===== src/rtl/rom_seq_pkg.sv =====
// Shared types and constants for the servo-motion ROM sequencer.
//   state_t     : sequencer FSM states
//   *_MSB/*_LSB : field positions inside a 32-bit motion ROM word
package rom_seq_pkg;

  typedef enum logic [1:0] {
    ST_IDLE  = 2'd0,
    ST_WAIT  = 2'd1,
    ST_LATCH = 2'd2,
    ST_HOLD  = 2'd3
  } state_t;

  localparam int unsigned DATA_W  = 32;
  localparam int unsigned ADDR_W  = 8;
  localparam int unsigned SERVO_W = 8;
  localparam int unsigned TIME_W  = 8;

  localparam int unsigned SERVO1_MSB = 31;
  localparam int unsigned SERVO1_LSB = 24;
  localparam int unsigned SERVO2_MSB = 23;
  localparam int unsigned SERVO2_LSB = 16;
  localparam int unsigned SERVO3_MSB = 15;
  localparam int unsigned SERVO3_LSB = 8;
  localparam int unsigned TIME_MSB   = 7;
  localparam int unsigned TIME_LSB   = 0;

endpackage


===== src/rtl/rom_sequencer.sv =====
// Steps through the servo-motion ROM, presenting each word's three servo
// angles for T * TICK_CYCLES clocks, where T is the word's time field.
// Ports:
//   CLK, RST_N        clock (rising edge), async active-low reset
//   start, stop       start pulse (ignored while busy), abort level (wins)
//   address           ROM address (ROM has registered output, 1-cycle latency)
//   DATOS             ROM word {servo1, servo2, servo3, time}
//   servo1..3         current angle targets
//   pos_valid         one-cycle pulse when new angles are latched
//   busy              high while a sequence is in progress
//   done              one-cycle pulse at sequence end or zero-time word
module rom_sequencer
  import rom_seq_pkg::*;
#(
  parameter int unsigned TICK_CYCLES = 1_000_000,
  parameter logic [7:0]  LAST_ADDR   = 8'd11,
  parameter logic        LOOP        = 1'b0
) (
  input  logic        CLK,
  input  logic        RST_N,
  input  logic        start,
  input  logic        stop,
  output logic [7:0]  address,
  input  logic [31:0] DATOS,
  output logic [7:0]  servo1,
  output logic [7:0]  servo2,
  output logic [7:0]  servo3,
  output logic        pos_valid,
  output logic        busy,
  output logic        done
);

  // Wide enough to hold 255 * TICK_CYCLES without truncation.
  localparam int unsigned CNT_W = TIME_W + $clog2(TICK_CYCLES);

  state_t             state, state_nxt;
  logic [CNT_W-1:0]   cnt, cnt_nxt;
  logic [ADDR_W-1:0]  address_nxt;
  logic [SERVO_W-1:0] servo1_nxt, servo2_nxt, servo3_nxt;
  logic               pos_valid_nxt, busy_nxt, done_nxt;
  logic [TIME_W-1:0]  time_f;

  assign time_f = DATOS[TIME_MSB:TIME_LSB];

  // State and output registers.
  always_ff @(posedge CLK or negedge RST_N) begin
    if (!RST_N) begin
      state     <= ST_IDLE;
      cnt       <= '0;
      address   <= '0;
      servo1    <= '0;
      servo2    <= '0;
      servo3    <= '0;
      pos_valid <= 1'b0;
      busy      <= 1'b0;
      done      <= 1'b0;
    end else begin
      state     <= state_nxt;
      cnt       <= cnt_nxt;
      address   <= address_nxt;
      servo1    <= servo1_nxt;
      servo2    <= servo2_nxt;
      servo3    <= servo3_nxt;
      pos_valid <= pos_valid_nxt;
      busy      <= busy_nxt;
      done      <= done_nxt;
    end
  end

  // Next-state and next-output logic.
  always_comb begin
    state_nxt     = state;
    cnt_nxt       = cnt;
    address_nxt   = address;
    servo1_nxt    = servo1;
    servo2_nxt    = servo2;
    servo3_nxt    = servo3;
    pos_valid_nxt = 1'b0;
    done_nxt      = 1'b0;

    if (stop) begin
      // Abort: servos keep their last angles, no done pulse.
      state_nxt = ST_IDLE;
      cnt_nxt   = '0;
    end else begin
      case (state)
        ST_IDLE: begin
          if (start) begin
            address_nxt = '0;
            state_nxt   = ST_WAIT;
          end
        end
        ST_WAIT: begin
          state_nxt = ST_LATCH;
        end
        ST_LATCH: begin
          if (time_f != '0) begin
            servo1_nxt    = DATOS[SERVO1_MSB:SERVO1_LSB];
            servo2_nxt    = DATOS[SERVO2_MSB:SERVO2_LSB];
            servo3_nxt    = DATOS[SERVO3_MSB:SERVO3_LSB];
            pos_valid_nxt = 1'b1;
            // Counter reaching zero marks the last of T*TICK_CYCLES hold edges.
            cnt_nxt       = CNT_W'(time_f) * CNT_W'(TICK_CYCLES) - CNT_W'(1);
            state_nxt     = ST_HOLD;
          end else begin
            // Zero-time word is an end marker.
            done_nxt  = 1'b1;
            state_nxt = ST_IDLE;
          end
        end
        ST_HOLD: begin
          if (cnt == '0) begin
            if (address != LAST_ADDR) begin
              address_nxt = address + ADDR_W'(1);
              state_nxt   = ST_WAIT;
            end else if (LOOP) begin
              address_nxt = '0;
              state_nxt   = ST_WAIT;
            end else begin
              done_nxt  = 1'b1;
              state_nxt = ST_IDLE;
            end
          end else begin
            cnt_nxt = cnt - CNT_W'(1);
          end
        end
        default: begin
          state_nxt = ST_IDLE;
        end
      endcase
    end

    busy_nxt = (state_nxt != ST_IDLE);
  end

endmodule


===== config.mk =====
export PLATFORM = sky130hd
export DESIGN_NAME = rom_sequencer
export DESIGN_NICKNAME = d
export VERILOG_FILES = /design/src/rtl/rom_seq_pkg.sv /design/src/rtl/rom_sequencer.sv
export SDC_FILE = /design/constraint.sdc
export NUM_CORES = 1
export LEC_CHECK = 0
export CAP_MARGIN = 15
export CORE_ASPECT_RATIO = 1.75
export CORE_UTILIZATION = 53
export CTS_BUF_LIST = sky130_fd_sc_hd__clkbuf_4
export DETAILED_ROUTE_END_ITERATION = 12
export PLACE_DENSITY = 0.79
export SYNTH_ARGS = -nofsm -noshare
export SYNTH_HDL_FRONTEND = slang
export SYNTH_SLANG_ARGS = --single-unit
export TNS_END_PERCENT = 10

===== constraint.sdc =====
create_clock -name CLK -period 3.2 [get_ports CLK]
set_input_delay 0.96 -clock CLK [delete_from_list [all_inputs] [get_ports CLK]]
set_output_delay 0.96 -clock CLK [all_outputs]
set_load 0.02 [all_outputs]

Word level (Yosys, flattened, before mapping)

Cells that the tools add are included.

Register bits after elaboration: 65
Input port bits: 36
Output and inout bits: 35
Word-level logic and storage cells: 54

Add/subtract/negate cells: 3
$mul: 1
Eq/ne operators: 9
Muxes and demuxes: 22
Bitwise operators: 1
Reductions and logical operators: 9

Operators by type and width:

| cell                                                  | count |
|---|---|
| two-way mux 28 bit                                    | 3 |
| case mux 28 bit (2 select lines)                      | 1 |
| subtractor 28 x 1 -> 28 bit, second input constant    | 2 |
| zero test 28 bit                                      | 1 |
| two-way mux 8 bit                                     | 3 |
| multiplier 8 x 14 -> 22 bit, second input constant    | 1 |
| case mux 8 bit (2 select lines)                       | 1 |
| adder 8 x 1 -> 8 bit, second input constant           | 1 |
| two-way mux 1 bit                                     | 8 |
| two-way mux 2 bit                                     | 4 |
| inequality test 8 x 4 -> 1 bit, second input constant | 1 |
| case mux 2 bit (4 select lines)                       | 1 |
| nonzero test 8 bit                                    | 1 |
| inequality test 2 bit, second input constant          | 3 |
| inequality test 3 bit, second input constant          | 2 |
| AND reduction 3 bit                                   | 2 |
| AND reduction 5 bit                                   | 1 |
| equality test 2 bit, second input constant            | 2 |
| nonzero test 2 bit                                    | 2 |
| nonzero test 3 bit                                    | 1 |
| equality test 2 x 1 -> 1 bit, second input constant   | 1 |
| zero test 2 bit                                       | 1 |
| case mux 1 bit (2 select lines)                       | 1 |
| NOT 1 bit                                             | 1 |

Logic depth before layout (Yosys ltp)

Gate-level depths: netlist of run 1.

Word-level depth: 6
Mapped depth: 18
Gate-level depth less buffers: 17

Least setup slack after synthesis of run 1

Ideal clock, no wire load.

Path type: input-to-reg
Start: in DATOS[2]
End: reg cnt[27]
Setup time: 0.104 ns
Data arrival time: 5.150 ns
Required time: 3.096 ns
Slack: -2.054 ns
Cell stages on the path: 15
Buffers on the path: 0
Cell sequence: fa_1 -> ha_1 -> inv_1 -> fa_1 -> fa_1 -> inv_1 -> ha_1 -> and2_1 -> a221o_1 -> or3_1 -> a211oi_1 -> nand4_1 -> and4bb_2 -> xnor2_1 -> a221oi_1

Cells in the longest elaborated chain, start to end: 5
Elaborated cells on any way between the ends: 8
Those cells by class: add/sub (1); mul (1); eq/ne (1); mux (3); reduce/logical (2)

Ends and longest elaborated chain:

| item                             | RTL line             | RTL |
|---|---|---|
| from (decl)                      | rom_sequencer.sv:24  | `input logic [31:0] DATOS,` |
| multiplier 8 x 14 -> 22 bit      | rom_sequencer.sv:103 | `cnt_nxt = CNT_W'(time_f) * CNT_W'(TICK_CYCLES) - CNT_W'(1);` |
| subtractor 28 x 1 -> 28 bit      | rom_sequencer.sv:103 |  |
| two-way mux 28 bit               | rom_sequencer.sv:97  | `if (time_f != '0) begin` |
| case mux 28 bit (2 select lines) | rom_sequencer.sv:86  | `case (state)` |
| two-way mux 28 bit               | rom_sequencer.sv:81  | `if (stop) begin` |
| to (signal assigned)             | rom_sequencer.sv:59  | `cnt <= cnt_nxt;` |
| to (decl)                        | rom_sequencer.sv:37  | `logic [CNT_W-1:0] cnt, cnt_nxt;` |

Parallel ways exist; a longest one is shown, timed or not. The select of a mux whose other input is x is not followed.
A chain may end at the register's enable or synchronous reset.

Final worst setup path of run 1

Start: in DATOS[3]
End: reg cnt[27]

Same word-level chain as after synthesis.

==> results of run 1 <==
layout by cell type (no fill, tap or decap), types with 5 or more instances in the layout:
cell type | netlist | routed
sky130_fd_sc_hd__a211oi_1 | 7 | 5
sky130_fd_sc_hd__a21o_1 | 6 | 6
sky130_fd_sc_hd__a21oi_1 | 28 | 27
sky130_fd_sc_hd__a22oi_1 | 8 | 7
sky130_fd_sc_hd__a311oi_1 | 7 | 5
sky130_fd_sc_hd__and2_1 | 7 | 6
sky130_fd_sc_hd__buf_4 | 2 | 120
sky130_fd_sc_hd__buf_6 | 3 | 6
sky130_fd_sc_hd__clkbuf_4 | 0 | 9
sky130_fd_sc_hd__clkdlybuf4s50_1 | 0 | 61
sky130_fd_sc_hd__dfrtp_1 | 65 | 65
sky130_fd_sc_hd__fa_1 | 17 | 16
sky130_fd_sc_hd__ha_1 | 64 | 53
sky130_fd_sc_hd__ha_4 | 0 | 9
sky130_fd_sc_hd__inv_1 | 55 | 50
sky130_fd_sc_hd__inv_2 | 1 | 6
sky130_fd_sc_hd__nand2_1 | 109 | 108
sky130_fd_sc_hd__nand2b_1 | 9 | 9
sky130_fd_sc_hd__nand3_1 | 14 | 14
sky130_fd_sc_hd__nand4_1 | 9 | 9
sky130_fd_sc_hd__nor2_1 | 48 | 44
sky130_fd_sc_hd__nor2_2 | 1 | 5
sky130_fd_sc_hd__nor3_1 | 15 | 11
sky130_fd_sc_hd__nor4_1 | 8 | 7
sky130_fd_sc_hd__o21a_1 | 6 | 5
sky130_fd_sc_hd__o21ai_0 | 29 | 28
sky130_fd_sc_hd__o22ai_1 | 7 | 7
sky130_fd_sc_hd__or2_2 | 5 | 5
sky130_fd_sc_hd__or3_1 | 12 | 11
sky130_fd_sc_hd__or4_1 | 6 | 5
sky130_fd_sc_hd__xnor2_1 | 18 | 17
sky130_fd_sc_hd__xor2_1 | 19 | 18
kinds of logic after synthesis:
family | after synthesis | share of synthesized area
flip-flops | 65 | 0.2832
adder cells (fa/ha/maj) | 81 | 0.1987
multiplexers | 6 | 0.01089
XOR/XNOR | 37 | 0.05641
AND/OR/NAND/NOR | 266 | 0.2248
AO/OA/AOI/OAI | 138 | 0.1631
buffers and inverters | 88 | 0.06295
worst paths after layout:
kind                                start   endpoint  slack (ps)  cells after the start
worst min register to register  servo2[4]  servo2[4]         490                      2
min in group asynchronous           RST_N     cnt[7]         620                      1
worst max register to register     cnt[0]    cnt[16]        -200                     11
worst max-delay path             DATOS[3]    cnt[27]       -1580                     16
max in group asynchronous           RST_N    cnt[15]        1840                      2
worst min-delay path            servo2[4]  servo2[4]         490                      2
cell usage after synthesis, drive strengths merged (5+ instances only):
| cell | n | share of area |
|---|---|---|
| a211oi | 7 | 0.0091 |
| a21o | 6 | 0.0078 |
| a21oi | 28 | 0.024 |
| a221oi | 5 | 0.0076 |
| a22oi | 8 | 0.010 |
| a311oi | 7 | 0.011 |
| and2 | 7 | 0.0076 |
| buf | 8 | 0.011 |
| clkbuf | 24 | 0.016 |
| dfrtp | 65 | 0.28 |
| fa | 17 | 0.059 |
| ha | 64 | 0.14 |
| inv | 56 | 0.037 |
| nand2 | 109 | 0.071 |
| nand2b | 9 | 0.0098 |
| nand3 | 14 | 0.012 |
| nand4 | 9 | 0.0098 |
| nor2 | 49 | 0.032 |
| nor3 | 15 | 0.013 |
| nor3b | 5 | 0.0065 |
| nor4 | 8 | 0.0087 |
| o21a | 6 | 0.0078 |
| o21ai | 31 | 0.029 |
| o22ai | 7 | 0.0076 |
| or2 | 5 | 0.0054 |
| or3 | 13 | 0.015 |
| or4 | 7 | 0.0098 |
| xnor2 | 18 | 0.027 |
| xor2 | 19 | 0.029 |
per-layer routing:
layer / track usage / vias to the layer above / routed length (um)
li1: - / 2738 / -
met1: 0.2749 / 2713 / 5374
met2: 0.5455 / 240 / 8860
met3: 0.04393 / 77 / 794
met4: 0.2077 / 0 / 1047
met5: 0 / - / 0
per-stage QoR:
step / power [W] / setup TNS [ps] / cells / cell area (um2) / setup WS [ps]
floorplan: 0.003676 / -14620 / 681 / 5771 / -1821
global placement: 0.005165 / -28790 / 970 / 7411 / -2386
detailed placement: 0.005340 / -30730 / 970 / 7411 / -2507
CTS: 0.006148 / -14220 / 989 / 7750 / -1607
global route: 0.006727 / -15880 / 990 / 7868 / -1700
finish: 0.006281 / -14050 / 990 / 7868 / -1581
power groups by stage:
stage	clock [W]	sequential [W]	combinational, W
after floorplan	0	0.00148	0.00219
after global placement	0	0.00129	0.00387
after detailed placement	0	0.00132	0.00402
after CTS	0.000645	0.00130	0.00420
after global routing	0.000684	0.00134	0.00470
final	0.000638	0.00131	0.00433
repair_timing:
action | 4_1_cts | 5_1_grt
endpoints found under the setup margin | 21 | 28
resized for setup | 62 | 21
pin swaps | 23 | 15
setup buffers | 3 | 0
critical path: cells and delay by family:
kind | cells | cell delay, ps
AO/OA/AOI/OAI | 3 | 820
XOR/XNOR | 1 | 70
adder cells (fa/ha/maj) | 5 | 2000
buffers and inverters | 3 | 220
AND/OR/NAND/NOR | 4 | 1070
cell type report:
type,instances,area [um2],area share
Sequential cell,65,1627,0.2067
Timing Repair Buffer,194,1658,0.2107
Clock inverter,7,93.84,0.01193
Tap cell,130,162.7,0.02067
Inverter,56,210.2,0.02672
Antenna cell,1,2.502,0.0003181
Clock buffer,9,67.56,0.008588
Multi-Input combinational cell,528,4046,0.5143
state kept, by name, summed over array words and instances (netlist names):
register   cells
state          2
busy           1
servo2         8
done           1
servo1         8
servo3         8
cnt           28
pos_valid      1
address        8
==> impl_summary.md, run 1 <==
Timing
The worst slack on hold paths is 486.5 ps. The final-report hold violation count is 0. In this run the tightest slew margin relative to its limit is 0.4415. Setup slack on the critical path of the routed design comes to -1581 ps. The final period utilization is 1.494.

The total count of max-transition violations in the final report was 0. The worst path in the final design needs a cycle of 4781 ps, including I/O delays and setup. The maximum clock frequency is 209.2 MHz. The total setup violations reported at the end of the flow is 13.

The slew at the pin closest to its max-slew limit is 837.7 ps. Setup repair after global routing could not meet its margin everywhere. Across the routed clock network, the largest skew measured is 17.54 ps.

Clocking
The hold buffer count at cts is 0. The clock tree from TritonCTS is yes. The largest buffer count on any clock path is 2.

The latest clock arrival within the worst-skew pair is 430 ps. The clock transition time at the flip-flop clock pins of the worst setup and hold paths is 120 ps. The H-tree was split into 3 levels.

Counting the buffers created by CTS gives 9. The buffer cell driving the clock tree root is sky130_fd_sc_hd__clkbuf_4. The number of clock sinks is 65.

Worst hold path
In this run the worst hold path is classified as register to register.

Drt
The detail route stage leaves a number of antenna-violating nets equal to 0. Summed over all layers, the routed wires come to 16080 um. In the final routed layout, each cell accounts on average for 16.24 um. After detailed routing, the number of remaining DRC violations is 0. The first detailed-routing pass ran for 6 iterations. The number of design-rule violations left by the first detailed-router iteration is 363. For this block, the via count after detailed routing is 5768. After detailed routing, the number of vias per cell comes to 5.826.

Finish
From synthesis to final layout, the design area changed by 36.96%. For this run, the post-layout net count is 971. In the final layout, the share of cells above drive strength 1 is 0.2421. The end-of-flow core utilization is 0.7398.

The fill cell instance count of the final layout is 744.

GRT
In the global route stage, overall resource usage came out at 0.2918. The first global-routing pass estimated 25700 um of wire. The residual overflow from global routing is 0. The largest net degree at the start of global routing is 41.

The number of global-route vias before repair is 5859. The number of antenna violations at the first check in global routing is 1.

Yosys
Of the synthesized area, sequential elements account for 0.2832. The mapped netlist covers 5744 um2. The synthesized netlist contains 67 unique library cells. For this run, the leading register cell type out of synthesis is sky130_fd_sc_hd__dfrtp_1. The post-synthesis register bit count is 65. During synthesis, Yosys emitted a total of 0 warnings. The post-synthesis area per instance is 8.435 um2. Counting every net in the synthesized netlist gives 798. Of all flip-flops after synthesis, the portion carrying an async set or reset was 1.000. The number of flops mapped to enable cells by yosys is 0. The number of instances in the synthesized netlist is 681.

Outcome
The final reports fail on setup timing. The run finished, with violations left.

Floorplan
For this design the top-level I/O count stands at 71. The die covers 11270 um2. The initial core utilization is 0.5401. The horizontal die dimension is 80.70 um.

In this run the vertical extent of the chip is 139.7 um. The row count is 50. The region available for standard cell placement spans 10640 um2.

Power and ir drop
Cell internal power was estimated by the tool at 0.003511 W. In this run the static leakage power is 3.658 nW. Of the total power, the share spent switching nets is 0.4411. The switching power of the nets is 0.002771 W.

Of the total power, registers draw 0.208. The worst-case IR drop observed on VDD is 0.0005180 V. The combinational group share of total power is 0.690.

The clock network fraction of total power is 0.102. The power density relative to cell area is 798.4 nW/um2.

Setup path
The library cell appearing most often on the critical path is sky130_fd_sc_hd__fa_1. The critical path class is input pin to register. The worst setup path is launched from an input pin.

Along the worst path, the maximum fanout reaches 4. The data arrival time at the worst-slack endpoint is 5130 ps. The slowest stage of the critical path belongs to the cell sky130_fd_sc_hd__fa_1. The critical path capture point type is a register. Traced cell by cell, the critical path runs through buf_6 -> fa_1 -> ha_1 -> inv_1 -> fa_1 -> fa_1 -> inv_2 -> ha_4 -> and2_4 -> a221o_1 -> or3_4 -> a211oi_4 -> nand4_1 -> and4bb_2 -> xnor2_2 -> a221oi_2. Data on the critical path is required at its endpoint by 3550 ps. On the worst path, the slowest cell contributes a delay of 540 ps.

Place
The half-perimeter wire length after placement is 12410 um. Buffers placed on the I/O ports in this run total 70. The placer congestion estimate is 0.9196.

Job
Max-cap violations in this run came to 0.
No activity file was read; power rests on OpenSTA's default activity.
==> run 2: changes to the inputs <==
Settings changed: CORE_ASPECT_RATIO 1.75 to 0.7, CORE_MARGIN set to 2.
==> run 2 against run 1 <==
Against the previous run: the run still ends with setup timing left; sequential cell count unchanged; largest cell class unchanged; maximum frequency decreased by 1.5%; largest power group unchanged; critical endpoint unchanged; combinational power grew 7.4%.
==> impl_summary.md, run 2 (synthesis results as in run 1) <==
Drt
After detailed routing, the average wire length per cell comes to 18.00 um. The number of design-rule violations left by the first detailed-router iteration is 577. In the routed design, unresolved DRC markers number 0. The final route contains 5884 vias. The post-detailed-route via-to-cell ratio is 5.980. In this run the remaining antenna-violating nets after routing total 0.

The number of iterations in the first detailed-routing pass is 7. Summed over all layers, the routed wires come to 17720 um.

Floorplan
The row count is 31. The die is 128.4 um wide. The initial utilization of the core area, before any placement, comes to 0.5505.

For this design the top-level I/O count stands at 71. The die is 91.10 um tall. The die outline area is 11700 um2. The placeable core region is 10430 um2.

Finish
Ranked by flip-flop count, first place goes to cnt. The number of standard cells in the layout, taps in and fillers out is 984. The most common library cell in the layout ignoring fill and taps is sky130_fd_sc_hd__buf_4. Measured on the finished design, the core utilization comes to 0.7502. Counting the fill cells in the layout gives 659. The number of antenna diodes in the final layout is 0. The growth of design area from synthesis to finish is 36.27%. The flip-flop count of the largest register, all copies and words added is 28. The share of layout cells above drive strength 1 is 0.2324. Leaving out fill and tap cells, the most frequent cells in the layout are 109 x sky130_fd_sc_hd__buf_4, 108 x sky130_fd_sc_hd__nand2_1, 65 x sky130_fd_sc_hd__dfrtp_1, 61 x sky130_fd_sc_hd__clkdlybuf4s50_1, 58 x sky130_fd_sc_hd__ha_1. The net count of the finished layout is 964.

Power and ir drop
IR analysis of the VDD net gives a maximum drop of 0.0003798 V. The static leakage is 3.641 nW. The switching power of the nets is 0.002995 W. Of the total power, the share spent switching nets is 0.4531. The power share of the sequential group is 0.199. The clock network fraction of total power is 0.097.

The power density relative to cell area is 844.4 nW/um2. The total power is 0.006609 W. Of the total power, combinational logic draws 0.704. Internal power comes to 0.003614 W.

Clocking
The clock transition time at the flip-flop clock pins of the worst setup and hold paths is 120 ps. The latest clock arrival within the worst-skew pair is 440 ps. Counting every sink on the clock net gives 65.

For this design, the CTS-stage hold fixing added 0 buffers. The buffer cell driving the clock tree root is sky130_fd_sc_hd__clkbuf_4. The H-tree was split into 3 levels. The largest buffer count on any clock path is 2. TritonCTS built the clock tree. Clock tree synthesis inserted a total of 9 buffers.

Worst hold path
The worst hold path terminates at servo2[3]. The depth of the worst hold-timing path is 2. The startpoint identified for the worst hold timing path is servo2[3]. The tightest min-delay check is of the register to register type.

GRT
The number of global-route vias before repair came to 5930. The number of antenna violations at the first check in global routing is 0. The residual overflow from global routing is 0.

The first global-routing pass estimated 28810 um of wire. Entering global routing, the biggest net connects 66 pins. The all-layer global routing usage is 0.3108.

Setup path
Counting stages on the worst path, the most repeated cell is sky130_fd_sc_hd__fa_1. The data arrival time at the worst-slack endpoint is 5220 ps. Data on the critical path is required at its endpoint by 3560 ps. The kind of cell with the highest combined delay along the critical path is adder cells. The worst setup path is launched from an input pin. The startpoint identified for the worst register-to-register timing path is cnt[0]. The longest individual stage delay on the worst path is 550 ps. The start point of the critical path is DATOS[2].

Together, buffers and inverters on the worst path number 5. The count of cells along the worst register-to-register path is 11. The signal on the critical path passes through buf_8 -> fa_1 -> ha_1 -> inv_2 -> fa_1 -> fa_1 -> inv_2 -> ha_4 -> and2_4 -> a221o_1 -> buf_6 -> a221oi_4 -> buf_4 -> o21ai_1 -> a21oi_1 -> xnor2_1 -> xnor2_2 -> a221oi_2. The critical path is of the input pin to register type. For flop-to-flop paths, the worst setup slack is -80 ps. The endpoint identified for the worst register-to-register timing path is cnt[20]. The slowest stage of the critical path is the sky130_fd_sc_hd__fa_1 cell. The critical path capture point type is a register.

Along the worst path, the maximum fanout reaches 3.

Place
At the end of routability-driven placement, the weighted congestion stood at 0.9024. In this run, placement finished with an instance count of 961. Summed over all nets, the half-perimeter wirelength after detailed placement is 13060 um. Before CTS, the worst setup slack after placement is -2588 ps. The count of buffers added on input and output ports is 70.

Timing
The final-report hold violation count came to 0. The remaining max-slew budget at the tightest pin is 0.4437. The slew at the pin closest to its max-slew limit is 834.5 ps. After layout, the worst setup slack is -1656 ps. For this run, the top clock speed supported by timing is 205.9 MHz. Hold timing on the final database bottoms out at a slack of 486.7 ps. The final period utilization is 1.518. Setup repair after global routing could not meet its margin everywhere. The total count of max-transition violations in the final report is 0. The clock arrives with 14.26 ps of skew. Setup violations remaining at the end of the flow were counted as 15. The final critical path time including I/O delays and setup is 4856 ps.

Job
The number of maximum-capacitance constraint violations is 0.

Outcome
The checks that failed: setup timing. The run finished, with violations left.
-- run 2: repair_timing --
| action | 4_1_cts | 5_1_grt |
|---|---|---|
| buffers inserted | 5 | 2 |
| gates resized for setup | 57 | 30 |
| cloned | 0 | 0 |
| pin swaps | 26 | 18 |
| endpoints found under the setup margin | 16 | 27 |
-- run 2: cell type report --
cell class	count	area, um2	share of cell area
well taps	132	165.2	0.02110
multi-input cells	528	4043	0.5165
repair buffers	187	1620	0.2070
clock buffers	9	67.56	0.008632
inverters	56	210.2	0.02685
flip-flops and latches	65	1627	0.2078
clock inverters	7	95.09	0.01215
-- run 2: metrics by stage --
| stage | TNS (ps) | area, um2 |
|---|---|---|
| 2_1_floorplan | -14620 | 5771 |
| 3_5_place_dp | -30090 | 7331 |
| 3_3_place_gp | -27310 | 7331 |
| 6_report | -14830 | 7828 |
| 4_1_cts | -14580 | 7690 |
| 5_1_grt | -17320 | 7828 |
-- run 2: worst max-delay path by stage --
stage,endpoint,cells past startpoint
after global routing,cnt[27],18
after CTS,cnt[27],16
after detailed placement,cnt[27],16
after floorplan,cnt[27],15
final,cnt[27],18
after global placement,cnt[27],16
-- run 2: power by group through the flow --
stage / clock [W] / combinational, W / sequential, W
5_1_grt: 0.000691 / 0.00500 / 0.00136
4_1_cts: 0.000648 / 0.00431 / 0.00131
2_1_floorplan: 0 / 0.00219 / 0.00148
3_5_place_dp: 0 / 0.00406 / 0.00132
6_report: 0.000639 / 0.00465 / 0.00132
3_3_place_gp: 0 / 0.00388 / 0.00130
-- run 2: worst register-to-register path, delay by kind of cell, from the launching register on --
| family | cells | cell delay, ps |
|---|---|---|
| fa+ha+maj | 1 | 220 |
| flops | 1 | 400 |
| compound gates | 3 | 630 |
| buf+inv | 2 | 300 |
| simple gates | 5 | 1620 |
-- run 2: metal layers --
layer	vias up	GRT usage	routed length, um
met5	-	0	0
met2	271	0.5004	8180
met1	2846	0.4125	7682
met4	0	0.09615	427
li1	2719	-	-
met3	48	0.07778	1425
==> run 3: changes to the inputs <==
Settings changed: SLEW_MARGIN set to 20.
==> results of run 3 <==
No change in the layout: final DEF, timing and power equal those of run 2.
